**src/rtl/csa_frame_accum_pkg.sv**
```systemverilog
// Shared types and helpers for the carry-save frame accumulator.
// Holds the FSM encoding, counter sizing and parameter sanity checks.
package csa_frame_accum_pkg;

    typedef enum logic [1:0] {
        IDLE,
        ACCUM,
        RESOLVE,
        HOLD
    } state_t;

    function automatic int cnt_width(input int count);
        return $clog2(count + 1);
    endfunction

    function automatic bit params_ok(
        input int width,
        input int acc_width,
        input int count
    );
        return (acc_width >= width + 2) && (count >= 1);
    endfunction

endpackage

```
**src/rtl/csa_3to2.sv**
```systemverilog
// Row of full adders: three vectors in, sum and unshifted carry out.
// Callers apply the carry weight shift themselves.
module csa_3to2 #(
    parameter int W = 8
) (
    input  logic [W-1:0] x,
    input  logic [W-1:0] y,
    input  logic [W-1:0] z,
    output logic [W-1:0] s,
    output logic [W-1:0] cy
);

    assign s  = x ^ y ^ z;
    assign cy = (x & y) | (x & z) | (y & z);

endmodule

```
**src/rtl/csa_frame_accum.sv**
```systemverilog
// Per-frame accumulator of (a^b) + ~(c|d) + ~e kept in carry-save form.
// A single carry-propagate add resolves the pair once per frame.
module csa_frame_accum
    import csa_frame_accum_pkg::*;
#(
    parameter int WIDTH     = 8,
    parameter int ACC_WIDTH = 16,
    parameter int COUNT     = 4
) (
    input  logic                       clk,
    input  logic                       rst_n,
    input  logic                       in_valid,
    output logic                       in_ready,
    input  logic [WIDTH-1:0]           in_a,
    input  logic [WIDTH-1:0]           in_b,
    input  logic [WIDTH-1:0]           in_c,
    input  logic [WIDTH-1:0]           in_d,
    input  logic [WIDTH-1:0]           in_e,
    input  logic                       in_last,
    output logic                       out_valid,
    input  logic                       out_ready,
    output logic [ACC_WIDTH-1:0]       out_sum,
    output logic [$clog2(COUNT+1)-1:0] out_beats
);

    localparam int BW  = cnt_width(COUNT);
    localparam int PAD = ACC_WIDTH - WIDTH;
    localparam logic [BW-1:0] CNT_MAX = BW'(COUNT);

    if (!params_ok(WIDTH, ACC_WIDTH, COUNT)) begin : g_bad_params
        $error("csa_frame_accum: need ACC_WIDTH >= WIDTH+2 and COUNT >= 1");
    end

    state_t state;
    logic [ACC_WIDTH-1:0] acc_s, acc_c;
    logic [BW-1:0] beat_cnt, cnt_next;

    logic [ACC_WIDTH-1:0] op_x, op_y, op_z;
    logic [ACC_WIDTH-1:0] t_s, t_cy, t_c;
    logic [ACC_WIDTH-1:0] m_s, m_cy, m_c;
    logic [ACC_WIDTH-1:0] n_s, n_cy, n_c;

    assign op_x = {{PAD{1'b0}}, in_a ^ in_b};
    assign op_y = {{PAD{1'b0}}, ~(in_c | in_d)};
    assign op_z = {{PAD{1'b0}}, ~in_e};

    csa_3to2 #(.W(ACC_WIDTH)) u_term (
        .x(op_x), .y(op_y), .z(op_z), .s(t_s), .cy(t_cy)
    );
    assign t_c = {t_cy[ACC_WIDTH-2:0], 1'b0};

    // 4:2 compression of {acc_s, acc_c, t_s, t_c} as two 3:2 rows
    csa_3to2 #(.W(ACC_WIDTH)) u_c42_a (
        .x(acc_s), .y(acc_c), .z(t_s), .s(m_s), .cy(m_cy)
    );
    assign m_c = {m_cy[ACC_WIDTH-2:0], 1'b0};

    csa_3to2 #(.W(ACC_WIDTH)) u_c42_b (
        .x(m_s), .y(m_c), .z(t_c), .s(n_s), .cy(n_cy)
    );
    assign n_c = {n_cy[ACC_WIDTH-2:0], 1'b0};

    assign cnt_next = beat_cnt + 1'b1;

    always_ff @(posedge clk or negedge rst_n) begin
        if (!rst_n) begin
            state     <= IDLE;
            in_ready  <= 1'b1;
            out_valid <= 1'b0;
            out_sum   <= '0;
            out_beats <= '0;
            acc_s     <= '0;
            acc_c     <= '0;
            beat_cnt  <= '0;
        end else begin
            unique case (state)
                IDLE, ACCUM: begin
                    if (in_valid) begin
                        acc_s    <= n_s;
                        acc_c    <= n_c;
                        beat_cnt <= cnt_next;
                        if (in_last || cnt_next == CNT_MAX) begin
                            state    <= RESOLVE;
                            in_ready <= 1'b0;
                        end else begin
                            state <= ACCUM;
                        end
                    end
                end
                RESOLVE: begin
                    out_sum   <= acc_s + acc_c;
                    out_beats <= beat_cnt;
                    acc_s     <= '0;
                    acc_c     <= '0;
                    beat_cnt  <= '0;
                    out_valid <= 1'b1;
                    state     <= HOLD;
                end
                HOLD: begin
                    if (out_ready) begin
                        out_valid <= 1'b0;
                        in_ready  <= 1'b1;
                        state     <= IDLE;
                    end
                end
                default: state <= IDLE;
            endcase
        end
    end

endmodule

```
**config.mk**
```make
export PLATFORM = sky130hd
export DESIGN_NAME = csa_frame_accum
export DESIGN_NICKNAME = d
export VERILOG_FILES = /design/src/rtl/csa_frame_accum_pkg.sv /design/src/rtl/csa_3to2.sv /design/src/rtl/csa_frame_accum.sv
export SDC_FILE = /design/constraint.sdc
export NUM_CORES = 1
export LEC_CHECK = 0
export CELL_PAD_IN_SITES_DETAIL_PLACEMENT = 0
export CELL_PAD_IN_SITES_GLOBAL_PLACEMENT = 2
export CORE_ASPECT_RATIO = 0.75
export CORE_MARGIN = 2
export CORE_UTILIZATION = 38
export CTS_CLUSTER_SIZE = 20
export DETAILED_ROUTE_END_ITERATION = 16
export GPL_ROUTABILITY_DRIVEN = 0
export PLACE_DENSITY = 0.93
export SLEW_MARGIN = 20
export SYNTH_ARGS = -nofsm -noshare
export SYNTH_HDL_FRONTEND = slang
export SYNTH_HIERARCHICAL = 1
export SYNTH_SLANG_ARGS = --single-unit
```
**constraint.sdc**
```tcl
create_clock -name clk -period 2.84 [get_ports clk]
set_input_delay 0.852 -clock clk [delete_from_list [all_inputs] [get_ports clk]]
set_output_delay 0.852 -clock clk [all_outputs]
set_load 0.05 [all_outputs]
```
==> flow_summary.toml <==
[route]
via_per_inst = 4.97
antenna_left = 0
drt_iter0_drc = 121
top_layer = "met4"
m1WireLength_mm = 3.68
met3_wirelength_um = 530
post_dr_wirelength_cell_um = 14.2
detail_route.drc_violations = 0
drt_pass1_iterations = 5
dr_wl_met2_mm = 3.78
vias = 2825
route.final.wire_length_mm = 8.05

[power_and_ir_drop]
power_leakage_uw = 0.00245
irDropWorstVdd_v = 0.000370
post_layout_total_power_uw = 5690
power_density_nw_per_um2 = 1110
sw_frac_of_total = 0.435
cellInternalPower_uw = 3220
power.sequential.fraction = 0.267
comb_power_share = 0.558
switching_component_of_the_power_uw = 2480
share_clk_of_total_power = 0.175

[synthesis]
synth-compound-area-share = 0.176
synth-edff-count = 0
yosys.area_share.xor_xnor = 0.0361
yosys-mux-area-fraction = 0.00258
postSynthAreaPerCell_um2 = 11.6
distinct_cells_synth = 47
synthesis.instances = 336
ys_dominant_reg_cell = "sky130_fd_sc_hd__dfrtp_1"
mappedNetlistArea_um2 = 3880
yosys_warnings = 6
yosys.area_share.adder = 0.304
synth_async_sr_flop_share = 1.00
synth_top_family_by_area = "adder cells"
synth_seq_cells = 57
seq_area_frac_synth = 0.367
synth-simple-area-share = 0.0870

[setup_path]
critPathArrivalTime_ps = 2990
r2r_setup_slack_ps = 760
critPathCaptureType = "flip-flop"
worst-r2r-cell-count = 7
critical_path.reg2reg.startpoint = "acc_s[1]"
criticalPathCategory = "input pin to flip-flop"
worstPathRequired_ps = 3050
crit_path_start_kind = "input pin"
worst_r2r_endpoint = "out_sum[15]"
critPathMaxFanout = 1

[sta]
final.period_utilization = 0.980
timing.clock.skew_ps = 5.79
grt_setup_unrepaired = "no"
finalHoldWorstSlack_ps = 472
slew_headroom = 0.532
fmax_ghz = 0.359
report.final.hold_viol_count = 0
report.final.slew_viol_count = 0
worstMarginPinSlew_ps = 702
final_critical_path_time_including_i_o_delays_and_setup_ps = 2780
setup_viol = 0

[place]
number_of_i_o_port_buffers = 65
detailed_place.area_um2 = 4800
place_hpwl_mm = 6.38
placed_cells = 553

[floorplan]
fp.dieArea_um2 = 11100
chipWidth_um = 121
design.core.area_um2 = 9810
boundaryPins = 66
start_util = 0.396
num_rows = 31
die-height_um = 91.6

[cts]
cts_tree = "built"
cts.htree.levels = 3
clk-insertion-delay-late_ps = 320
tritoncts_num_sinks = 57
tritoncts_buffer_count = 9
cts.reportedPaths.clkPinSlew_ps = 50
clockRootBuffer = "sky130_fd_sc_hd__clkbuf_16"
clock_path_buffers = 2

[global_route]
first_global_vias = 2994
global_route.overflow_total = 0
global_route_wire_length_before_repair_mm = 13.8
global_route.usage.total = 0.159
largest_net_degree_at_the_start_of_global_routing = 30
antenna_found_initial = 0

[run]
drv_cap = 0

[finish]
postLayoutCellArea_um2 = 5130
antenna_diode_count = 0
area.growth.synth_to_final_pct = 32.0
drive_gt1_frac = 0.117
post-route-util = 0.523
instances_no_fill = 568
nNetsFinal = 542

[hold_path]
holdCritStartpoint = "out_beats[0]"
worst_hold_path.endpoint = "out_beats[0]"
min_path_cells = 2
hold_crit_class = "flip-flop to flip-flop"

[outcome]
status = "complete, no violations"
-- critical path: stages --
cell,delay (ps)
sky130_fd_sc_hd__clkdlybuf4s50_1,460
sky130_fd_sc_hd__inv_1,50
sky130_fd_sc_hd__fa_1,490
sky130_fd_sc_hd__fa_1,440
sky130_fd_sc_hd__fa_1,460
sky130_fd_sc_hd__a22o_1,240
-- flip-flops by register name, indices dropped and copies added, names as in the netlist --
signal / count
acc_c: 15
acc_s: 16
out_beats: 3
beat_cnt: 3
state: 2
out_sum: 16
out_valid: 1
in_ready: 1
-- worst max path at each step --
stage,startpoint,endpoint,cells after the start
5_1_grt,in_e[3],acc_s[3],6
3_3_place_gp,in_a[2],acc_s[2],6
2_1_floorplan,in_b[2],acc_s[2],5
4_1_cts,in_d[0],acc_s[0],6
3_5_place_dp,in_a[0],acc_s[1],6
6_report,in_e[2],acc_s[2],6
-- cells in the final DEF, fill, tap and decap left out, types with 4 or more instances in the layout --
cell and instances:
sky130_fd_sc_hd__clkbuf_16 9, sky130_fd_sc_hd__a22o_1 32, sky130_fd_sc_hd__buf_4 6, sky130_fd_sc_hd__a21oi_1 18, sky130_fd_sc_hd__ha_1 16, sky130_fd_sc_hd__clkdlybuf4s50_1 28
sky130_fd_sc_hd__nor2_2 9, sky130_fd_sc_hd__dlygate4sd2_1 25, sky130_fd_sc_hd__dlymetal6s2s_1 9, sky130_fd_sc_hd__nand2_1 43, sky130_fd_sc_hd__inv_2 4, sky130_fd_sc_hd__o211ai_1 4
sky130_fd_sc_hd__conb_1 27, sky130_fd_sc_hd__inv_1 8, sky130_fd_sc_hd__xor2_1 9, sky130_fd_sc_hd__a21o_1 4, sky130_fd_sc_hd__o21ai_0 17, sky130_fd_sc_hd__xnor2_1 4
sky130_fd_sc_hd__fa_1 46, sky130_fd_sc_hd__dfrtp_1 56
-- synthesized netlist by cell type, types with 3 or more instances --
cell type	instances	area (µm²)
sky130_fd_sc_hd__inv_1	12	45.0
sky130_fd_sc_hd__a21oi_1	18	90.1
sky130_fd_sc_hd__ha_1	16	200
sky130_fd_sc_hd__fa_1	49	981
sky130_fd_sc_hd__o211ai_1	4	30.0
sky130_fd_sc_hd__o21ai_0	17	85.1
sky130_fd_sc_hd__a211o_1	3	26.3
sky130_fd_sc_hd__a22o_1	32	280
sky130_fd_sc_hd__nor2_1	10	37.5
sky130_fd_sc_hd__clkbuf_1	5	18.8
sky130_fd_sc_hd__nand2_1	43	161
sky130_fd_sc_hd__nand2b_1	3	18.8
sky130_fd_sc_hd__a21o_1	4	30.0
sky130_fd_sc_hd__xnor2_1	4	35.0
sky130_fd_sc_hd__o21ai_1	3	15.0
sky130_fd_sc_hd__nand3_1	3	15.0
sky130_fd_sc_hd__buf_2	6	30.0
sky130_fd_sc_hd__xor2_1	12	105
sky130_fd_sc_hd__dfrtp_1	56	1400
-- what timing repair did --
item	CTS	global route
endpoints found under the setup margin	15	4
hold buffers	0	0
buffers inserted	0	0
hold endpoints to repair	0	0
pin swaps	36	19
cloned	0	0
gates resized for setup	38	18
-- power groups by stage --
| stage | registers (µW) | logic [µW] | clock network (µW) |
|---|---|---|---|
| floorplan | 1900 | 1900 | 0 |
| global placement | 1530 | 3080 | 0 |
| detailed placement | 1540 | 3200 | 0 |
| CTS | 1530 | 3230 | 1020 |
| global route | 1580 | 3590 | 1060 |
| finish | 1520 | 3180 | 998 |
-- logic make-up after synthesis --
group,Yosys count
AO/OA/AOI/OAI,96
XOR/XNOR,16
adder cells (fa/ha/maj),65
buffers and inverters,25
flip-flops,57
multiplexers,1
other,1
AND/OR/NAND/NOR,75
-- final cells by class --
cell class | instances | area [µm²]
fillers | 883 | 4690
multi-input cells | 280 | 2510
flip-flops and latches | 57 | 1430
repair buffers | 72 | 702
clock buffers | 12 | 267
well taps | 132 | 165
inverters | 12 | 45.0
clock inverters | 3 | 15.0
-- layer usage --
layer / global-route usage / vias to the layer above
met1: 0.217 / 1414
met5: 0 / -
met4: 0.0475 / 0
met2: 0.248 / 72
met3: 0.0415 / 6
li1: - / 1333
-- through the flow --
| step | TNS (ps) | setup slack, ps |
|---|---|---|
| 6_report | 0 | 55.6 |
| 5_1_grt | 0 | 5.76 |
| 3_5_place_dp | -6570 | -449 |
| 2_1_floorplan | 0 | 138 |
| 3_3_place_gp | -6100 | -408 |
| 4_1_cts | 0 | 6.92 |
Note: power is estimated with default switching activity, not from simulation.
